`src/rtl/pwm_pkg.sv`:
```
// Shared constants for the PWM output peripheral.
package pwm_pkg;

  localparam int unsigned NUM_CH          = 16;
  localparam int unsigned DUTY_W          = 8;
  localparam int unsigned CLK_DIV_DEFAULT = 13;

  localparam logic [DUTY_W-1:0] CNT_MAX   = 8'hFF;
  localparam logic [DUTY_W-1:0] DUTY_FULL = 8'hFF;

endpackage

```
`src/rtl/pwm_peripheral_timebase.sv`:
```
// Prescaler plus 8-bit PWM counter; flags the edge on which the counter wraps.
module pwm_timebase
  import pwm_pkg::*;
#(
  parameter int unsigned CLK_DIV = CLK_DIV_DEFAULT
) (
  input  logic              clk,
  input  logic              rst_n,
  output logic [DUTY_W-1:0] pwm_cnt,
  output logic              boundary
);

  // Keep at least one prescaler bit so CLK_DIV = 1 still elaborates.
  localparam int unsigned PRE_W = (CLK_DIV > 1) ? $clog2(CLK_DIV) : 1;

  logic [PRE_W-1:0]  prescaler_q, prescaler_d;
  logic [DUTY_W-1:0] pwm_cnt_q, pwm_cnt_d;
  logic              tick;

  always_comb begin
    tick        = (prescaler_q == PRE_W'(CLK_DIV - 1));
    prescaler_d = tick ? '0 : prescaler_q + PRE_W'(1);
    pwm_cnt_d   = tick ? pwm_cnt_q + DUTY_W'(1) : pwm_cnt_q;
    boundary    = tick && (pwm_cnt_q == CNT_MAX);
  end

  always_ff @(posedge clk or negedge rst_n) begin
    if (!rst_n) begin
      prescaler_q <= '0;
      pwm_cnt_q   <= '0;
    end else begin
      prescaler_q <= prescaler_d;
      pwm_cnt_q   <= pwm_cnt_d;
    end
  end

  assign pwm_cnt = pwm_cnt_q;

endmodule

```
`src/rtl/pwm_peripheral.sv`:
```
// Drives 16 user outputs low, high or from one shared PWM waveform whose duty
// cycle is double-buffered and only taken up on period boundaries.
module pwm_peripheral
  import pwm_pkg::*;
#(
  parameter int unsigned CLK_DIV = CLK_DIV_DEFAULT
) (
  input  logic              clk,
  input  logic              rst_n,
  input  logic [7:0]        en_reg_out_7_0,
  input  logic [7:0]        en_reg_out_15_8,
  input  logic [7:0]        en_reg_pwm_7_0,
  input  logic [7:0]        en_reg_pwm_15_8,
  input  logic [DUTY_W-1:0] pwm_duty_cycle,
  output logic [NUM_CH-1:0] out,
  output logic              period_start
);

  logic [DUTY_W-1:0] pwm_cnt;
  logic              boundary;

  logic [DUTY_W-1:0] duty_shadow_q, duty_shadow_d;
  logic [NUM_CH-1:0] out_q, out_d;
  logic              period_start_q, period_start_d;
  logic [NUM_CH-1:0] en_out, en_pwm;
  logic              pwm_level;

  pwm_timebase #(
    .CLK_DIV (CLK_DIV)
  ) u_timebase (
    .clk      (clk),
    .rst_n    (rst_n),
    .pwm_cnt  (pwm_cnt),
    .boundary (boundary)
  );

  always_comb begin
    en_out         = {en_reg_out_15_8, en_reg_out_7_0};
    en_pwm         = {en_reg_pwm_15_8, en_reg_pwm_7_0};
    // 0xFF is a true 100%, not 255/256.
    pwm_level      = (duty_shadow_q == DUTY_FULL) || (pwm_cnt < duty_shadow_q);
    out_d          = en_out & (~en_pwm | {NUM_CH{pwm_level}});
    duty_shadow_d  = boundary ? pwm_duty_cycle : duty_shadow_q;
    period_start_d = boundary;
  end

  always_ff @(posedge clk or negedge rst_n) begin
    if (!rst_n) begin
      duty_shadow_q  <= '0;
      out_q          <= '0;
      period_start_q <= 1'b0;
    end else begin
      duty_shadow_q  <= duty_shadow_d;
      out_q          <= out_d;
      period_start_q <= period_start_d;
    end
  end

  assign out          = out_q;
  assign period_start = period_start_q;

endmodule

```
`config.mk`:
```
export PLATFORM = sky130hd
export DESIGN_NAME = pwm_peripheral
export DESIGN_NICKNAME = d
export VERILOG_FILES = /design/src/rtl/pwm_pkg.sv /design/src/rtl/pwm_peripheral_timebase.sv /design/src/rtl/pwm_peripheral.sv
export SDC_FILE = /design/constraint.sdc
export NUM_CORES = 1
export LEC_CHECK = 0
export CAP_MARGIN = 10
export CORE_ASPECT_RATIO = 1.4
export CORE_MARGIN = 10
export CORE_UTILIZATION = 44
export DETAILED_ROUTE_END_ITERATION = 7
export PLACE_DENSITY = 0.85
export REMOVE_ABC_BUFFERS = 1
export SLEW_MARGIN = 5
export SYNTH_ARGS = -nofsm -noshare
export SYNTH_HDL_FRONTEND = slang
export SYNTH_SLANG_ARGS = --single-unit
```
`constraint.sdc`:
```
create_clock -name clk -period 2.28 [get_ports clk]
set_input_delay 0.57 -clock clk [delete_from_list [all_inputs] [get_ports clk]]
set_output_delay 0.57 -clock clk [all_outputs]
set_load 0.03 [all_outputs]
```
### Word-level counts from Yosys, hierarchy flattened

Cells that the tools add are included.

| storage, ports and cells | value |
|---|---|
| register bits | 37 |
| output and inout port bits | 17 |
| logic and storage cells | 17 |

| operators by class | value |
|---|---|
| $add $sub $neg | 2 |
| magnitude comparators | 1 |
| equality and inequality tests | 3 |
| muxes and demuxes | 1 |
| bitwise gates (word level) | 3 |
| reductions and logical operators | 2 |

Operators with widths:

| operator | count |
|---|---|
| $and A16 B16 Y16 | 1 |
| $eq A8 B8 Y1 const B | 2 |
| $not A16 Y16 | 1 |
| $or A16 B16 Y16 | 1 |
| $add A8 B1 Y8 const B | 1 |
| $lt A8 B8 Y1 | 1 |
| $add A4 B1 Y4 const B | 1 |
| $eq A4 B4 Y1 const B | 1 |
| $mux W4 | 1 |
| $logic_and A1 B1 Y1 | 1 |
| $logic_or A1 B1 Y1 | 1 |

### Logic depth before layout (Yosys ltp)

Gate-level depths: netlist of run 1.

| logic depth | value |
|---|---|
| depth after elaboration | 4 |
| gate-level depth with buffers | 7 |
| mapped depth without buffers | 6 |

### Modules after synthesis

Synthesis of run 1 repeated with hierarchy kept, for this count alone.

| unflattened totals | value |
|---|---|
| cell total of the unflattened synthesis | 133 |
| area total of the unflattened synthesis | 1654.1 um2 |

Modules (own cells, without submodules):

| module | times used | cells an instance | area each (um2) | sequential area each (um2) |
|---|---|---|---|---|
| pwm_peripheral | 1 | 85 | 1109.8 | 625.6 |
| pwm_timebase | 1 | 48 | 544.3 | 300.3 |

### Worst setup path after synthesis of run 1

No wires, ideal clock.

| timing | value |
|---|---|
| path kind | register to register |
| start point | register u_timebase.pwm_cnt_q[6], in the netlist u_timebase.pwm_cnt[6] |
| end point | register out_q[10], in the netlist out[10] |
| arrival time | 1651 ps |
| required time | 2151 ps |
| setup slack | 500 ps |
| stages on the path, launching flop included | 7 |
| buffers on the path | 1 |
| period minus slack after synthesis | 1780 ps |
| cells stage by stage | dfrtp_1 ha_1 and4_1 o21ai_0 o32ai_2 clkbuf_2 a21boi_0 |

| on the way | value |
|---|---|
| word-level cells in the longest chain between the ends | 4 |

Ends and longest elaborated chain:

| item | RTL line | RTL |
|---|---|---|
| from (decl) | pwm_peripheral_timebase.sv:17 | `logic [DUTY_W-1:0] pwm_cnt_q, pwm_cnt_d;` |
| from (signal assigned) | pwm_peripheral_timebase.sv:33 | `pwm_cnt_q <= pwm_cnt_d;` |
| $lt A8 B8 Y1 | pwm_peripheral.sv:41 | `pwm_level = (duty_shadow_q == DUTY_FULL) \|\| (pwm_cnt < duty_shadow_q);` |
| $logic_or A1 B1 Y1 | pwm_peripheral.sv:41 |  |
| $or A16 B16 Y16 | pwm_peripheral.sv:42 | `out_d = en_out & (~en_pwm \| {NUM_CH{pwm_level}});` |
| $and A16 B16 Y16 | pwm_peripheral.sv:42 |  |
| net out_d[10] | pwm_peripheral.sv:23 | `logic [NUM_CH-1:0] out_q, out_d;` |
| to (signal assigned) | pwm_peripheral.sv:54 | `out_q <= out_d;` |
| to (decl) | pwm_peripheral.sv:23 |  |

The timed path passes the listed nets, and every way through them passes these cells.
A chain may end at the register's enable or synchronous reset.

### Worst setup path in the final report of run 1

| timing | value |
|---|---|
| start point | register out_q[0], in the netlist out[0] |
| end point | output port out[0] |

RTL lines:

| item | RTL line | RTL |
|---|---|---|
| to (decl) | pwm_peripheral.sv:15 | `output logic [NUM_CH-1:0] out,` |

No word-level cell between the ends.

==> results.toml, run 1 <==
[status]
status = "finished clean"

[clocking]
cts_root_buffer = "clkbuf_8"
clockBufferDepth = 2
clk_latency_ps = 290
postCtsSetupRepairBufs = 0
cts_made_buffers = 5
cts_tree = "done"
cts_hold_buffers = 0
htree_levels = 2
cts_resized = 0
clk_pin_slew_worst_paths_ps = 70
clock-sinks = 37

[routing]
vias = 1164
route.detailed.drc = 0
top_layer = "met4"
first_iter_violations = 25
drt-wirelength-per-cell_um = 16.5
ant_nets = 0
drt-met1-wl_um = 1240
wl_met2_um = 1910
wl_met3_um = 528
dr.pass1.iters = 3
routed_wl_um = 3800
routed_via_density = 5.06

[global_route]
grtUsageTotal = 0.125
gr-total-overflow = 0
antenna_found_initial = 0
grt_pass1_wl_um = 6470
grt_max_degree = 38
grt_pass1_vias = 1444

[worst_setup_path]
cp-start-kind = "register"
critPathMaxFanout = 1
arrival_ps = 1330
worstPathRequired_ps = 1710
r2r-end = "duty_shadow_q[2]"
crit_chain = "clkdlybuf4s50_1"
cp_slowest_cell = "clkdlybuf4s50_1"
regToRegStartpoint = "u_timebase.prescaler_q[0]"
crit_start = "out[0]"
critPathTopFamily = "buffers and inverters"
cp.buffers_inverters = 1
max_stage_delay_ps = 690
rrSetupSlack_ps = 390
cp-end-kind = "primary output"
critical_path_class = "register to primary output"
reg2regPathDepth = 6

[min_path]
hold_path.class = "register to register"
holdCritStartpoint = "u_timebase.prescaler_q[3]"
holdPathStages = 1
whs_endpoint = "u_timebase.prescaler_q[3]"

[logic_synthesis]
yosys_warnings = 0
synth_top_area_share = 0.570
synth_cells = 123
yosysTopAreaCell = "dfrtp_1"
ys_seq_elements = 37
ys_seq_area_frac = 0.570
synth_area_um2 = 1630
synth.area.top_cells = "dfrtp_1 (57%), ha_1 (7.7%), a21boi_0 (7.4%)"
syn_area_per_cell_um2 = 13.2
synth_cell_types = 25

[placement]
dp_hpwl_um = 3120
placed_area_um2 = 2260
portBuffers = 58
pre_cts_ws_ps = 378
finalWeightedCongestion = 0.773
placed_cells = 223

[timing]
hold_viol_final = 0
worstMarginPinSlew_ps = 450
slew_violations = 0
finalSetupTns_ps = 0
grt_setup_unrepaired = "no"
slew_headroom = 0.700
fin_hold_ws_ps = 476
worst_slack_ps = 381
setup_viol = 0
finalClockSkew_ps = 4.47
period_share = 0.833
period_needed_ps = 1900
timing.fmax_ghz = 0.527

[job]
maxCapViolCount = 0

[layout]
regArea_um2 = 926
syn_to_final_growth_pct = 44.2
finalNetCount = 240
multi_input_area_um2 = 642
drive_gt1_frac = 0.117
design_area_um2 = 2340
layoutNonFillerInstCount = 230
fillers = 247
antenna_cells = 0

[floorplanning]
fp.dieW_um = 71.4
row_count = 26
die_h_um = 91.9
coreArea_um2 = 3610
pin_count = 59
dieArea_um2 = 6560
initial_utilization = 0.450

[pwr]
power_density_nw_per_um2 = 563
leakage_nw = 1.06
vdd.ir_drop.worst_uv = 443
[layer usage]
metal,global-route usage,vias to the layer above
met3,0.0906,9
met5,0,-
met4,0.0712,0
met2,0.206,53
li1,-,553
met1,0.106,549
[sequential cells by signal, summed over array words and instances, names as in the netlist]
register / cells
duty_shadow_q: 8
out: 16
u_timebase.pwm_cnt: 8
u_timebase.prescaler_q: 4
period_start: 1
[stage by stage]
| stage | utilization | power (mW) |
|---|---|---|
| 2_1_floorplan | - | 0.759 |
| 3_3_place_gp | 0.625 | 0.875 |
| 3_5_place_dp | 0.625 | 0.883 |
| 4_1_cts | 0.649 | 1.34 |
| 5_1_grt | 0.649 | 1.38 |
| 6_report | 0.649 | 1.32 |
[how the worst max path moves through the flow]
| stage | to | slack (ps) | cells after the start |
|---|---|---|---|
| global placement | duty_shadow_q[0] | 510 | 6 |
| finish | out[0] | 380 | 1 |
| global route | duty_shadow_q[3] | 270 | 6 |
| detailed placement | duty_shadow_q[2] | 380 | 6 |
| CTS | out[0] | 360 | 1 |
| floorplan | out[0] | 450 | 5 |
[cells in the final DEF, fill, tap and decap left out, types with 2 or more instances in the layout]
cell type / synthesis / final
xor2_1: 3 / 3
clkdlybuf4s50_1: 0 / 58
xnor2_1: 5 / 5
and3_1: 2 / 2
ha_1: 10 / 10
a21oi_1: 2 / 2
clkbuf_8: 0 / 6
o21ai_0: 2 / 2
mux2_2: 9 / 9
a21boi_0: 16 / 16
inv_1: 11 / 11
nor2_1: 6 / 6
buf_4: 0 / 2
nand2_1: 5 / 5
dfrtp_1: 37 / 37
nand4_1: 3 / 3
[area by class of cell]
cell class,count,share of cell area
clock buffers,7,0.0368
inverters,11,0.0176
well taps,42,0.0224
multi-input cells,73,0.274
repair buffers,60,0.254
flip-flops and latches,37,0.395
[power breakdown]
part	internal (mW)	switching (mW)
combinational	0.105	0.0731
sequential	0.678	0.0113
clock	0.239	0.212
total	1.02	0.296
[synth_stat cells, drive strengths merged]
| cell | n |
|---|---|
| nor2 | 6 |
| nand4 | 4 |
| o21a | 1 |
| o32ai | 1 |
| ha | 10 |
| a41o | 1 |
| a21o | 1 |
| dfrtp | 37 |
| and3 | 3 |
| xor2 | 3 |
| mux2 | 9 |
| nand2 | 5 |
| o41ai | 1 |
| clkbuf | 1 |
| a2111oi | 1 |
| a21boi | 16 |
| nand2b | 1 |
| xnor2 | 5 |
| o21ai | 2 |
| buf | 1 |
| a21oi | 2 |
| inv | 11 |
| and4 | 1 |
[logic make-up after synthesis]
group | after synthesis | share of synthesized area
multiplexers | 9 | 0.0624
flip-flops | 37 | 0.570
AO/OA/AOI/OAI | 26 | 0.134
buffers and inverters | 13 | 0.0354
XOR/XNOR | 8 | 0.0431
adder cells (fa/ha/maj) | 10 | 0.0770
AND/OR/NAND/NOR | 20 | 0.0785
Power figures use the tool's default switching activity.
==> run 2: changes to the inputs <==
--- a/config.mk
+++ b/config.mk
@@ -8,9 +8,9 @@
 export CAP_MARGIN = 10
 export CORE_ASPECT_RATIO = 1.4
 export CORE_MARGIN = 10
-export CORE_UTILIZATION = 44
+export CORE_UTILIZATION = 40
 export DETAILED_ROUTE_END_ITERATION = 7
-export PLACE_DENSITY = 0.85
+export PLACE_DENSITY = 0.82
 export REMOVE_ABC_BUFFERS = 1
 export SLEW_MARGIN = 5
 export SYNTH_ARGS = -nofsm -noshare
==> constraint.sdc (replaced) <==
create_clock -name clk -period 1.5 [get_ports clk]
set_input_delay 0.375 -clock clk [delete_from_list [all_inputs] [get_ports clk]]
set_output_delay 0.375 -clock clk [all_outputs]
set_load 0.03 [all_outputs]
==> run 2 against run 1 <==
Net effect: the flow now finishes with violations (setup timing); setup slack got worse by 610 ps; hold slack worse by 21 ps; cell count rose by 14%; critical path type is now register to register; utilization grew 4.5 points.
==> results.toml, run 2 (same netlist as run 1, synthesis figures left out) <==
[status]
status = "finished, violations left"
violations = "setup timing"

[clocking]
clk_latency_ps = 290
cts_root_buffer = "clkbuf_8"
clk_pin_slew_worst_paths_ps = 70
cts_tree = "done"
cts_made_buffers = 5
clock-sinks = 37
clockBufferDepth = 2
cts_hold_buffers = 0
htree_levels = 2

[timing]
finalSetupTns_ps = -3990
setup_viol = 24
hold_viol_final = 0
fin_hold_ws_ps = 455
slew_violations = 0
period_share = 1.15
worst_slack_ps = -228
timing.fmax_ghz = 0.579
slew_headroom = 0.752
grt_setup_unrepaired = "yes"
period_needed_ps = 1730
finalClockSkew_ps = 6.99
worstMarginPinSlew_ps = 373

[routing]
wl_met2_um = 2790
ant_nets = 0
routed_wl_um = 5090
route.detailed.drc = 0
first_iter_violations = 42
routed_via_density = 5.17
drt-met1-wl_um = 1550
drt-wirelength-per-cell_um = 19.4
wl_met3_um = 604
dr.pass1.iters = 4
top_layer = "met4"
vias = 1354

[layout]
finalNetCount = 270
largest_reg_flops = 16
drive_gt1_frac = 0.356
syn_to_final_growth_pct = 67.3
layout_commonest_cell = "clkdlybuf4s50_1"
antenna_cells = 0
final_cell_mix = "clkdlybuf4s50_1 (41), dfrtp_1 (37), buf_4 (27), dlygate4sd2_1 (17), a21boi_2 (12)"
final_util = 0.694

[worst_setup_path]
reg2regPathDepth = 6
rrSetupSlack_ps = -230
arrival_ps = 1900
cp-end-kind = "register"
cp-start-kind = "register"
critPathMaxFanout = 8
r2r-end = "out[13]"
regToRegStartpoint = "u_timebase.pwm_cnt[5]"
worstPathRequired_ps = 1670
critical_path_class = "register to register"

[placement]
dp_hpwl_um = 3460
finalWeightedCongestion = 0.784
pre_cts_ws_ps = -266
portBuffers = 58

[global_route]
grt_max_degree = 38
antenna_found_initial = 0
grt_pass1_wl_um = 7600
grtUsageTotal = 0.142
grt_pass1_vias = 1651
gr-total-overflow = 0

[floorplanning]
pin_count = 59
row_count = 27
die_h_um = 95.4
fp.dieW_um = 73.9
initial_utilization = 0.415
coreArea_um2 = 3920
dieArea_um2 = 7050

[pwr]
leakage_nw = 1.28
power_density_nw_per_um2 = 739
power_frac_clock = 0.322
p_switching_uw = 480
swShare = 0.239
intPower_mw = 1.53
total_power_mw = 2.01
p_comb_frac = 0.158
vdd.ir_drop.worst_uv = 705
p_seq_frac = 0.520

[min_path]
hold_path.class = "input pin to async pin"

[job]
maxCapViolCount = 0
run 2: cell types whose count changed in the layout (fill, tap and decap cells not counted), sizes merged:
cell	previous run	this run
clkinv	0	2
nand4	4	5
buf	2	31
dlygate4sd2	0	17
clkbuf	7	6
clkdlybuf4s50	58	41
run 2: how the worst max path moves through the flow:
stage / start / end / slack [ps] / cells past startpoint
global placement: u_timebase.pwm_cnt[6] / out[5] / -160 / 6
detailed placement: duty_shadow_q[6] / out[13] / -270 / 7
CTS: u_timebase.pwm_cnt[6] / out[2] / -230 / 6
global route: duty_shadow_q[5] / out[8] / -300 / 7
floorplan: u_timebase.pwm_cnt[6] / out[0] / -330 / 5
finish: u_timebase.pwm_cnt[5] / out[13] / -230 / 6
run 2: power groups by stage:
| stage | registers, mW | logic, mW | clock network (mW) |
|---|---|---|---|
| floorplan | 1.11 | 0.0431 | 0 |
| global placement | 1.06 | 0.289 | 0 |
| detailed placement | 1.06 | 0.299 | 0 |
| CTS | 1.04 | 0.303 | 0.657 |
| global route | 1.05 | 0.338 | 0.692 |
| finish | 1.05 | 0.317 | 0.647 |
run 2: critical path, stage by stage (launching register included):
cell,delay (ps)
dfrtp_1,420
ha_4,280
and4_4,240
o21ai_4,70
o32ai_4,320
buf_6,200
a21boi_2,70
run 2: metal layers:
layer | GRT usage | up-vias
met5 | 0 | -
met3 | 0.0977 | 11
met2 | 0.241 | 63
met4 | 0.0794 | 0
met1 | 0.119 | 658
li1 | - | 622
run 2: what timing repair did:
action / 4_1_cts / 5_1_grt
pin swaps: 23 / 8
gates cloned: 2 / 0
gates resized for setup: 56 / 13
endpoints found under the setup margin: 43 / 26
setup buffers: 5 / 4
run 2: cell type report:
cell class	count	area, um^2
Fill cell	239	1200
Sequential cell	37	926
Timing Repair Buffer	89	816
Multi-Input combinational cell	74	800
Clock buffer	6	72.6
Tap cell	43	53.8
Inverter	11	41.3
Clock inverter	2	10.0
run 2: per-stage QoR:
step | cells | cell area [um^2]
after CTS | 258 | 2630
after global routing | 262 | 2720
after floorplan | 121 | 1610
final | 262 | 2720
after detailed placement | 243 | 2410
after global placement | 243 | 2410
==> run 3: changes to the inputs <==
--- a/config.mk
+++ b/config.mk
@@ -8,9 +8,10 @@
 export CAP_MARGIN = 10
 export CORE_ASPECT_RATIO = 1.4
 export CORE_MARGIN = 10
-export CORE_UTILIZATION = 40
+export CORE_UTILIZATION = 45
 export DETAILED_ROUTE_END_ITERATION = 7
-export PLACE_DENSITY = 0.82
+export DONT_BUFFER_PORTS = 1
+export PLACE_DENSITY = 0.68
 export REMOVE_ABC_BUFFERS = 1
 export SLEW_MARGIN = 5
 export SYNTH_ARGS = -nofsm -noshare
==> run 3 against run 2 <==
Net effect: the run still ends with setup timing left; critical path depth unchanged; hold slack worse by 310 ps; non-clock buffer count fell by 60; utilization decreased by 6.4 points; cell count decreased by 24%; routed wire length fell by 27%; combinational power fell by 65%; first-iteration DRC count decreased by 76%; via count decreased by 22%; sequential power increased by 5%; clock skew decreased by 1.4 ps; critical path type unchanged; highest routed layer unchanged.
==> results.toml, run 3 (same netlist as run 1, synthesis figures left out) <==
[status]
status = "finished, violations left"
violations = "setup timing"

[clocking]
htree_levels = 2
clk_latency_ps = 290
cts_tree = "done"
cts_made_buffers = 5
clock-sinks = 37
cts_root_buffer = "clkbuf_8"
clockBufferDepth = 2
clk_pin_slew_worst_paths_ps = 80

[min_path]
holdCritStartpoint = "en_reg_pwm_7_0[6]"
hold_path.class = "input pin to register"
holdPathStages = 1
whs_endpoint = "out[6]"

[placement]
placed_cells = 180
portBuffers = 0
dp_hpwl_um = 2640
finalWeightedCongestion = 0.724

[timing]
timing.fmax_ghz = 0.598
slew_violations = 0
period_needed_ps = 1670
setup_viol = 24
slew_headroom = 0.790
finalClockSkew_ps = 5.55
grt_setup_unrepaired = "yes"
period_share = 1.12
worst_slack_ps = -173
worstMarginPinSlew_ps = 315
hold_viol_final = 0

[pwr]
vdd.ir_drop.worst_uv = 743
power_density_nw_per_um2 = 955
leakage_nw = 1.03

[worst_setup_path]
max_stage_delay_ps = 420
crit_start = "u_timebase.pwm_cnt[6]"
cp-end-kind = "register"
critPathMaxFanout = 8
regToRegStartpoint = "u_timebase.pwm_cnt[6]"
cp_slowest_cell = "dfrtp_1"
crit_chain = "ha_4, and4_1, o21ai_2, o32ai_4, buf_6, a21boi_2"
worstPathRequired_ps = 1680
arrival_ps = 1850
reg2regPathDepth = 6
rrSetupSlack_ps = -170
critical_path_class = "register to register"
r2r-end = "out[10]"
cp-start-kind = "register"

[floorplanning]
initial_utilization = 0.472
coreArea_um2 = 3440
die_h_um = 91.1
pin_count = 59
dieArea_um2 = 6450
row_count = 25
fp.dieW_um = 70.8

[routing]
dr.pass1.iters = 4
routed_wl_um = 3700
vias = 1059
first_iter_violations = 10
route.detailed.drc = 0
routed_via_density = 5.32
drt-wirelength-per-cell_um = 18.6
ant_nets = 0

[global_route]
antenna_found_initial = 0
grtUsageTotal = 0.117
grt_max_degree = 38
grt_pass1_wl_um = 6020
grt_pass1_vias = 1250
gr-total-overflow = 0

[job]
maxCapViolCount = 0

[layout]
layout_commonest_cell = "dfrtp_1"
largest_reg_flops = 16
syn_to_final_growth_pct = 33.4
drive_gt1_frac = 0.478
layoutNonFillerInstCount = 199
final_cell_mix = "dfrtp_1 (37), buf_4 (24), a21boi_2 (15), inv_1 (8), mux2_2 (8)"
final_util = 0.630
antenna_cells = 0
finalNetCount = 210
==> run 3: changes by cell type in the layout (fill, tap and decap cells not counted), sizes merged <==
cell           delta
buf               -3
bufinv            +1
clkbuf            -1
clkdlybuf4s50    -41
clkinv            -1
clkinvlp          +1
dlygate4sd2      -17
dlygate4sd3       +1
==> run 3: worst max-delay path, delay by kind of cell, from the launching register on <==
family	cells	cell delay [ps]
AOI/OAI and AO/OA	3	450
adders and majority gates	1	280
buffers and inverters	1	200
DFF	1	420
and+or+nand+nor	1	200
==> run 3: area by class of cell <==
cell class / count / area [um^2]
Sequential cell: 37 / 926
Timing Repair Buffer: 29 / 244
Fill cell: 268 / 1270
Multi-Input combinational cell: 74 / 792
Clock inverter: 3 / 46.3
Clock buffer: 5 / 68.8
Inverter: 11 / 41.3
Tap cell: 40 / 50.0
==> run 3: metrics by stage <==
step	TNS, ps	worst slack [ps]	hold WS (ps)	total power, mW	area [um^2]
2_1_floorplan	-6800	-331	79.4	1.15	1610
3_3_place_gp	-3120	-146	81.1	1.18	1800
3_5_place_dp	-4270	-234	81.4	1.18	1800
4_1_cts	-3440	-200	138	2.09	2060
5_1_grt	-5230	-246	132	2.15	2170
6_report	-3270	-173	146	2.07	2170
==> run 3: timing repair <==
action                                  4_1_cts  5_1_grt
gates resized for setup                      34       16
endpoints found under the hold margin        37        0
pin swaps                                    16       11
hold buffers                                  2        0
endpoints found under the setup margin       26       26
cloned                                        2        0
setup buffers                                 2        5
==> run 3: layer usage <==
metal | global-route usage | up-vias | part of all wire
met5 | 0 | - | 0
met1 | 0.120 | 504 | 0.39
met3 | 0.0599 | 7 | 0.097
met2 | 0.191 | 48 | 0.49
li1 | - | 500 | -
met4 | 0.0583 | 0 | 0.020
==> run 3: how the worst max path moves through the flow <==
stage              end  slack [ps]  depth (start not counted)
6_report       out[10]        -170                          6
5_1_grt        out[12]        -250                          6
4_1_cts         out[9]        -200                          7
3_5_place_dp   out[10]        -230                          6
3_3_place_gp    out[7]        -150                          6
2_1_floorplan   out[0]        -330                          5
==> run 3: report_power, final <==
part / internal (mW) / total (mW) / switching, mW
Sequential: 1.03 / 1.10 / 0.0657
Combinational: 0.0607 / 0.110 / 0.0489
Clock: 0.497 / 0.866 / 0.369
